`config.mk`:
```
export PLATFORM = sky130hd
export DESIGN_NAME = score_hex_display
export DESIGN_NICKNAME = d
export VERILOG_FILES = /design/src/rtl/score_disp_pkg.sv /design/src/rtl/seg7_decoder.sv /design/src/rtl/score_hex_display.sv
export SDC_FILE = /design/constraint.sdc
export NUM_CORES = 1
export LEC_CHECK = 0
export ABC_AREA = 1
export BUFFER_PORTS_ARGS = -buffer_cell sky130_fd_sc_hd__buf_2
export CAP_MARGIN = 0
export CORE_ASPECT_RATIO = 0.6
export CORE_UTILIZATION = 35
export DETAILED_ROUTE_END_ITERATION = 6
export SETUP_SLACK_MARGIN = 0.1
export SYNTH_ARGS = -nofsm -noshare
export SYNTH_HDL_FRONTEND = slang
export SYNTH_SLANG_ARGS = --single-unit
```
`constraint.sdc`:
```
create_clock -name CLK -period 4 [get_ports CLK]
set_clock_uncertainty 0.15 [all_clocks]
set_input_delay 0.8 -clock CLK [delete_from_list [all_inputs] [get_ports CLK]]
set_output_delay 0.8 -clock CLK [all_outputs]
set_load 0.02 [all_outputs]
```
`src/rtl/score_disp_pkg.sv`:
```
// Shared types and constants for the score seven-segment display path.
// Segment patterns here are active-high; polarity is applied in the decoder.
package score_disp_pkg;

    typedef enum logic [1:0] {
        IDLE   = 2'd0,
        SHIFT  = 2'd1,
        COMMIT = 2'd2
    } disp_state_t;

    localparam int BIN_W = 16;

    // Bit order {g,f,e,d,c,b,a}
    localparam logic [6:0] SEG_BLANK = 7'h00;
    localparam logic [6:0] SEG_DIGIT [0:9] = '{
        7'h3F, 7'h06, 7'h5B, 7'h4F, 7'h66,
        7'h6D, 7'h7D, 7'h07, 7'h7F, 7'h6F
    };

    // Double-dabble pre-shift correction for one BCD nibble
    function automatic logic [3:0] dabble_adj(input logic [3:0] nib);
        logic [3:0] res;
        if (nib >= 4'd5) begin
            res = nib + 4'd3;
        end else begin
            res = nib;
        end
        return res;
    endfunction

endpackage

```
`src/rtl/seg7_decoder.sv`:
```
// Combinational BCD nibble to seven-segment pattern, with blanking and
// output polarity selection.
module seg7_decoder
    import score_disp_pkg::*;
#(
    parameter bit SEG_ACTIVE_LOW = 1'b1
) (
    input  logic [3:0] nibble_i,
    input  logic       blank_i,
    output logic [6:0] seg_o
);

    logic [6:0] pat_s;

    // Pattern lookup; codes above 9 cannot come out of double-dabble but stay dark
    always_comb begin
        pat_s = SEG_BLANK;
        if (blank_i) begin
            pat_s = SEG_BLANK;
        end else if (nibble_i <= 4'd9) begin
            pat_s = SEG_DIGIT[nibble_i];
        end else begin
            pat_s = SEG_BLANK;
        end
        if (SEG_ACTIVE_LOW) begin
            seg_o = ~pat_s;
        end else begin
            seg_o = pat_s;
        end
    end

endmodule

```
`src/rtl/score_hex_display.sv`:
```
// Score / high-score to DE2-115 HEX display driver using a sequential
// double-dabble conversion; hex_out only changes on a completed conversion.
module score_hex_display
    import score_disp_pkg::*;
#(
    parameter int DIGITS         = 5,
    parameter bit SEG_ACTIVE_LOW = 1'b1
) (
    input  logic                    CLK,
    input  logic                    RESET,
    input  logic [BIN_W-1:0]        score,
    input  logic                    show_high,
    output logic [DIGITS-1:0][6:0]  hex_out,
    output logic [BIN_W-1:0]        high_score,
    output logic                    busy
);

    localparam int         BCD_W     = 4 * DIGITS;
    localparam logic [6:0] BLANK_PIN = SEG_ACTIVE_LOW ? ~SEG_BLANK : SEG_BLANK;

    disp_state_t              state_q, state_d;
    logic [BIN_W-1:0]         shadow_q, shadow_d;
    logic                     shadow_vld_q, shadow_vld_d;
    logic [BIN_W-1:0]         bin_q, bin_d;
    logic [BCD_W-1:0]         bcd_q, bcd_d;
    logic [4:0]               cnt_q, cnt_d;
    logic [DIGITS-1:0][6:0]   hex_q, hex_d;
    logic [BIN_W-1:0]         hs_q, hs_d;
    logic                     busy_q, busy_d;

    logic [BIN_W-1:0]         src_s;
    logic [BCD_W-1:0]         bcd_adj_s;
    logic [DIGITS-1:0]        blank_s;
    logic [DIGITS-1:0][6:0]   seg_s;
    logic                     upper_zero_s;

    assign src_s = show_high ? hs_q : score;

    // Per-nibble add-3 correction ahead of each shift
    always_comb begin
        bcd_adj_s = '0;
        for (int i = 0; i < DIGITS; i++) begin
            bcd_adj_s[4*i +: 4] = dabble_adj(bcd_q[4*i +: 4]);
        end
    end

    // Leading-zero blanking: ones digit is never blanked so 0 shows "0"
    always_comb begin
        blank_s      = '0;
        upper_zero_s = 1'b1;
        for (int i = DIGITS - 1; i > 0; i--) begin
            upper_zero_s = upper_zero_s && (bcd_q[4*i +: 4] == 4'd0);
            blank_s[i]   = upper_zero_s;
        end
    end

    for (genvar g = 0; g < DIGITS; g++) begin : g_dec
        seg7_decoder #(
            .SEG_ACTIVE_LOW(SEG_ACTIVE_LOW)
        ) u_dec (
            .nibble_i(bcd_q[4*g +: 4]),
            .blank_i (blank_s[g]),
            .seg_o   (seg_s[g])
        );
    end

    // Conversion FSM next-state and datapath
    always_comb begin
        state_d      = state_q;
        shadow_d     = shadow_q;
        shadow_vld_d = shadow_vld_q;
        bin_d        = bin_q;
        bcd_d        = bcd_q;
        cnt_d        = cnt_q;
        hex_d        = hex_q;
        busy_d       = busy_q;
        case (state_q)
            IDLE: begin
                if (!shadow_vld_q || (src_s != shadow_q)) begin
                    shadow_d = src_s;
                    bin_d    = src_s;
                    bcd_d    = '0;
                    cnt_d    = 5'd0;
                    busy_d   = 1'b1;
                    state_d  = SHIFT;
                end else begin
                    state_d  = IDLE;
                end
            end
            SHIFT: begin
                bcd_d = {bcd_adj_s[BCD_W-2:0], bin_q[BIN_W-1]};
                bin_d = {bin_q[BIN_W-2:0], 1'b0};
                cnt_d = cnt_q + 5'd1;
                if (cnt_q == 5'(BIN_W - 1)) begin
                    state_d = COMMIT;
                end else begin
                    state_d = SHIFT;
                end
            end
            COMMIT: begin
                hex_d        = seg_s;
                shadow_vld_d = 1'b1;
                busy_d       = 1'b0;
                state_d      = IDLE;
            end
            default: begin
                busy_d  = 1'b0;
                state_d = IDLE;
            end
        endcase
    end

    // Session high score tracks the raw score regardless of what is shown
    always_comb begin
        if (score > hs_q) begin
            hs_d = score;
        end else begin
            hs_d = hs_q;
        end
    end

    // State and output registers
    always_ff @(posedge CLK or posedge RESET) begin
        if (RESET) begin
            state_q      <= IDLE;
            shadow_q     <= '0;
            shadow_vld_q <= 1'b0;
            bin_q        <= '0;
            bcd_q        <= '0;
            cnt_q        <= 5'd0;
            hex_q        <= {DIGITS{BLANK_PIN}};
            hs_q         <= '0;
            busy_q       <= 1'b0;
        end else begin
            state_q      <= state_d;
            shadow_q     <= shadow_d;
            shadow_vld_q <= shadow_vld_d;
            bin_q        <= bin_d;
            bcd_q        <= bcd_d;
            cnt_q        <= cnt_d;
            hex_q        <= hex_d;
            hs_q         <= hs_d;
            busy_q       <= busy_d;
        end
    end

    assign hex_out    = hex_q;
    assign high_score = hs_q;
    assign busy       = busy_q;

endmodule
```
==> metrics.txt <==
launch instance of the worst register-to-register path high_score[15]$_DFFE_PP0N_; max-slew violations 0; end point of the most critical hold path busy$_DFFE_PP0P_; fraction of the core area covered by cells at the end of the flow 40.6%; CTS tree built; share of synthesized flip-flops with an asynchronous set or reset between 90% and 100%; total power of the final layout between 6 and 7 mW; final hold slack around 0.33 ns; ratio of cells with drive above 1 in the final layout between 10% and 20%; maximum number of pins on one net before global-route repair just over 70; Chip Width 180 um; portion of the clock cycle consumed by the worst path in the final layout 72.4%; highest fanout seen on the critical path 28; Final Setup Violations 0; Post-layout nets approximately 990; total grt overflow 0; worst reg-to-reg path cell count 12; top cells by area in the synthesized netlist sky130_fd_sc_hd__dfrtp_1 (29%), sky130_fd_sc_hd__nand2_1 (15%), sky130_fd_sc_hd__dfstp_2 (14%); sequential cell area fraction in the yosys report between 40% and 50%; instance count of the mapped netlist 868; area inside the core boundary ~0.018 mm2; Pleak roughly 3.8 nW; area grow syn2layout 12.0%; remaining routing DRC violations 4; highest attainable clock frequency around 350 MHz; reg2reg end high_score[13]$_DFFE_PP0N_; worst setup timing slack at the placement stage 0.763 ns; number of cells on the worst hold path 2; depth of the CTS H-tree 3; IO buf count 70; Worst Tran Pin Value between 1 and 1.5 ns; min setup slack post-route ~1.1 ns; starting utilization of the core area a little over a third; remaining number of nets flagged by the antenna check after routing 0; total of hold buffers inserted after clock tree synthesis 0; number of placement rows 38; Tightest Hold Check Type reg2reg; Critical Path RT slightly above 4 ns; Setup Buffers After CTS 0; wire length of the first global-routing pass between 20000 and 30000 um; clock root cell sky130_fd_sc_hd__clkbuf_16; power density over the cells between 800 and 900 mW/mm2; die boundary height about 110 um; die area between 0.015 and 0.02 mm2; endpoints failing hold 0; Skew-Pair Late Insertion Delay between 0.3 and 0.4 ns; Sequential cell area 0.00285 mm2; beginning of the worst hold path busy$_DFFE_PP0P_; outcome finished, violations left; buffer levels on the longest clock path 2; violations in the final reports design-rule violations; number of gates resized after CTS 0; Cell Area, Synth ~0.0066 mm2; WS Path Type in2reg; library cell occupying the most area in the post-synthesis netlist sky130_fd_sc_hd__dfrtp_1; n_diodes 0; setup slack, reg-to-reg 1.40 ns; number of max-cap violations 0; synth cell count leaders sky130_fd_sc_hd__nand2_1 (257), sky130_fd_sc_hd__nand3_1 (101), sky130_fd_sc_hd__inv_1 (83), sky130_fd_sc_hd__dfrtp_1 (77), sky130_fd_sc_hd__nor2_1 (64); synthesized netlist net count 934; type of element capturing the critical path flip-flop; Placer Congestion roughly 0.84; count of distinct cell types in the synthesized netlist 34; via count of the first global-routing pass around 5.1k; average cell area after synthesis approximately 7.6 um2; final total negative setup slack 0 ns; number of fill cells 1896; CTS Buf Count 9; EDFF count, synth 0; post-synth top area share 29.0%; most frequent cell after synthesis sky130_fd_sc_hd__nand2_1; number of violations reported at the end of detailed-routing iteration 0 438; total area of multi-input combinational cells between 0.003 and 0.004 mm2; kind of start point of the critical path input port; I/O pin cnt roughly 70; shortest period the worst path allows between 2 and 3 ns; vias after detailed routing 5673; Post-DP HPWL about 11000 um; total global-route track usage about 17%; # clock sinks around 110; worst slew slack as a fraction of its limit approximately a third; yosys warns 0; vias per cell 4.86; Yosys reg bits roughly 110; unrepaired setup endpoints after global routing false; largest voltage drop on the vdd net slightly below 300 uV; first-pass iteration count of the detailed router 7; initial antenna violation count 0; post-detailed-route wirelength per cell about 13 um; Top FF cell, synth sky130_fd_sc_hd__dfrtp_1; clock-pin transition on the worst setup and hold timing paths 0.07 ns; Critical Path AT just under 3 ns; total routed wirelength 15500 um
layout by cell type (no fill, tap or decap), types with 8 or more instances in the layout:
cell type / count
sky130_fd_sc_hd__dfrtp_1: 77
sky130_fd_sc_hd__nand3_1: 101
sky130_fd_sc_hd__or2_2: 8
sky130_fd_sc_hd__buf_2: 70
sky130_fd_sc_hd__a31oi_1: 13
sky130_fd_sc_hd__a21oi_1: 46
sky130_fd_sc_hd__inv_1: 81
sky130_fd_sc_hd__dfstp_2: 35
sky130_fd_sc_hd__ha_1: 47
sky130_fd_sc_hd__clkbuf_16: 10
sky130_fd_sc_hd__o211ai_1: 12
sky130_fd_sc_hd__nor2_1: 62
sky130_fd_sc_hd__nand2_1: 257
sky130_fd_sc_hd__o21ai_0: 50
sky130_fd_sc_hd__o21ai_1: 15
routing by layer:
metal	global-route usage [%]	routed length, um	vias to the layer above
met5	0	0	-
met4	3.26	54	0
met3	3.21	684	7
met2	22.5	5820	113
met1	26.9	8960	2606
li1	-	-	2947
area by class of cell:
| cell class | instances | area share [%] |
|---|---|---|
| inverters | 85 | 4.39 |
| flip-flops and latches | 112 | 38.3 |
| clock inverters | 2 | 0.185 |
| well taps | 240 | 4.04 |
| repair buffers | 78 | 5.85 |
| clock buffers | 14 | 3.57 |
| multi-input cells | 636 | 43.7 |
per-stage QoR:
step | std cells | instance area [um2]
3_5_place_dp | 1151 | 7160
4_1_cts | 1167 | 7440
6_report | 1167 | 7440
5_1_grt | 1167 | 7440
2_1_floorplan | 868 | 6640
3_3_place_gp | 1151 | 7160
how the worst max path moves through the flow:
stage	startpoint	end	slack [ns]
finish	show_high	bin_q[14]$_DFFE_PP0P_	1.11
floorplan	RESET	bcd_q[0]$_DFFE_PP0P_	0.15
global route	show_high	bin_q[9]$_DFFE_PP0P_	0.81
CTS	show_high	bin_q[15]$_DFFE_PP0P_	1.13
global placement	show_high	bin_q[1]$_DFFE_PP0P_	0.83
detailed placement	show_high	bin_q[15]$_DFFE_PP0P_	0.76
worst max-delay path, stage by stage:
cell and delay (ns):
sky130_fd_sc_hd__buf_2 0.42, sky130_fd_sc_hd__inv_6 0.18, sky130_fd_sc_hd__nand2_1 0.12, sky130_fd_sc_hd__nand2_1 0.07, sky130_fd_sc_hd__nand2_1 0.06, sky130_fd_sc_hd__nand2_1 0.04, sky130_fd_sc_hd__nor2_1 0.09, sky130_fd_sc_hd__nand2_1 0.05
sky130_fd_sc_hd__nor2_1 0.10, sky130_fd_sc_hd__nand3_1 0.12, sky130_fd_sc_hd__nand2_2 0.37, sky130_fd_sc_hd__nand2_2 0.31, sky130_fd_sc_hd__nand2_1 0.15, sky130_fd_sc_hd__nand2_1 0.06
sequential cells by signal (all words and copies together), names as in the netlist:
signal and count:
shadow_vld_q 1, bcd_q 20, cnt_q 5, high_score 16, state_q 2, shadow_q 16, hex_out 35, bin_q 16
busy 1
where the power goes:
group          switching (mW)  internal, mW  leakage (nW)
combinational            1.99          1.12          2.34
sequential              0.498          1.78          1.31
clock                   0.412         0.463         0.136
cells by family after synthesis:
logic type	after synthesis	synth area share, %
compound gates	146	12.1
simple gates	442	27.7
buf+inv	120	8.31
flops	112	42.9
xor+xnor	1	0.132
fa+ha+maj	47	8.86
No activity file was read; power rests on OpenSTA's default activity.
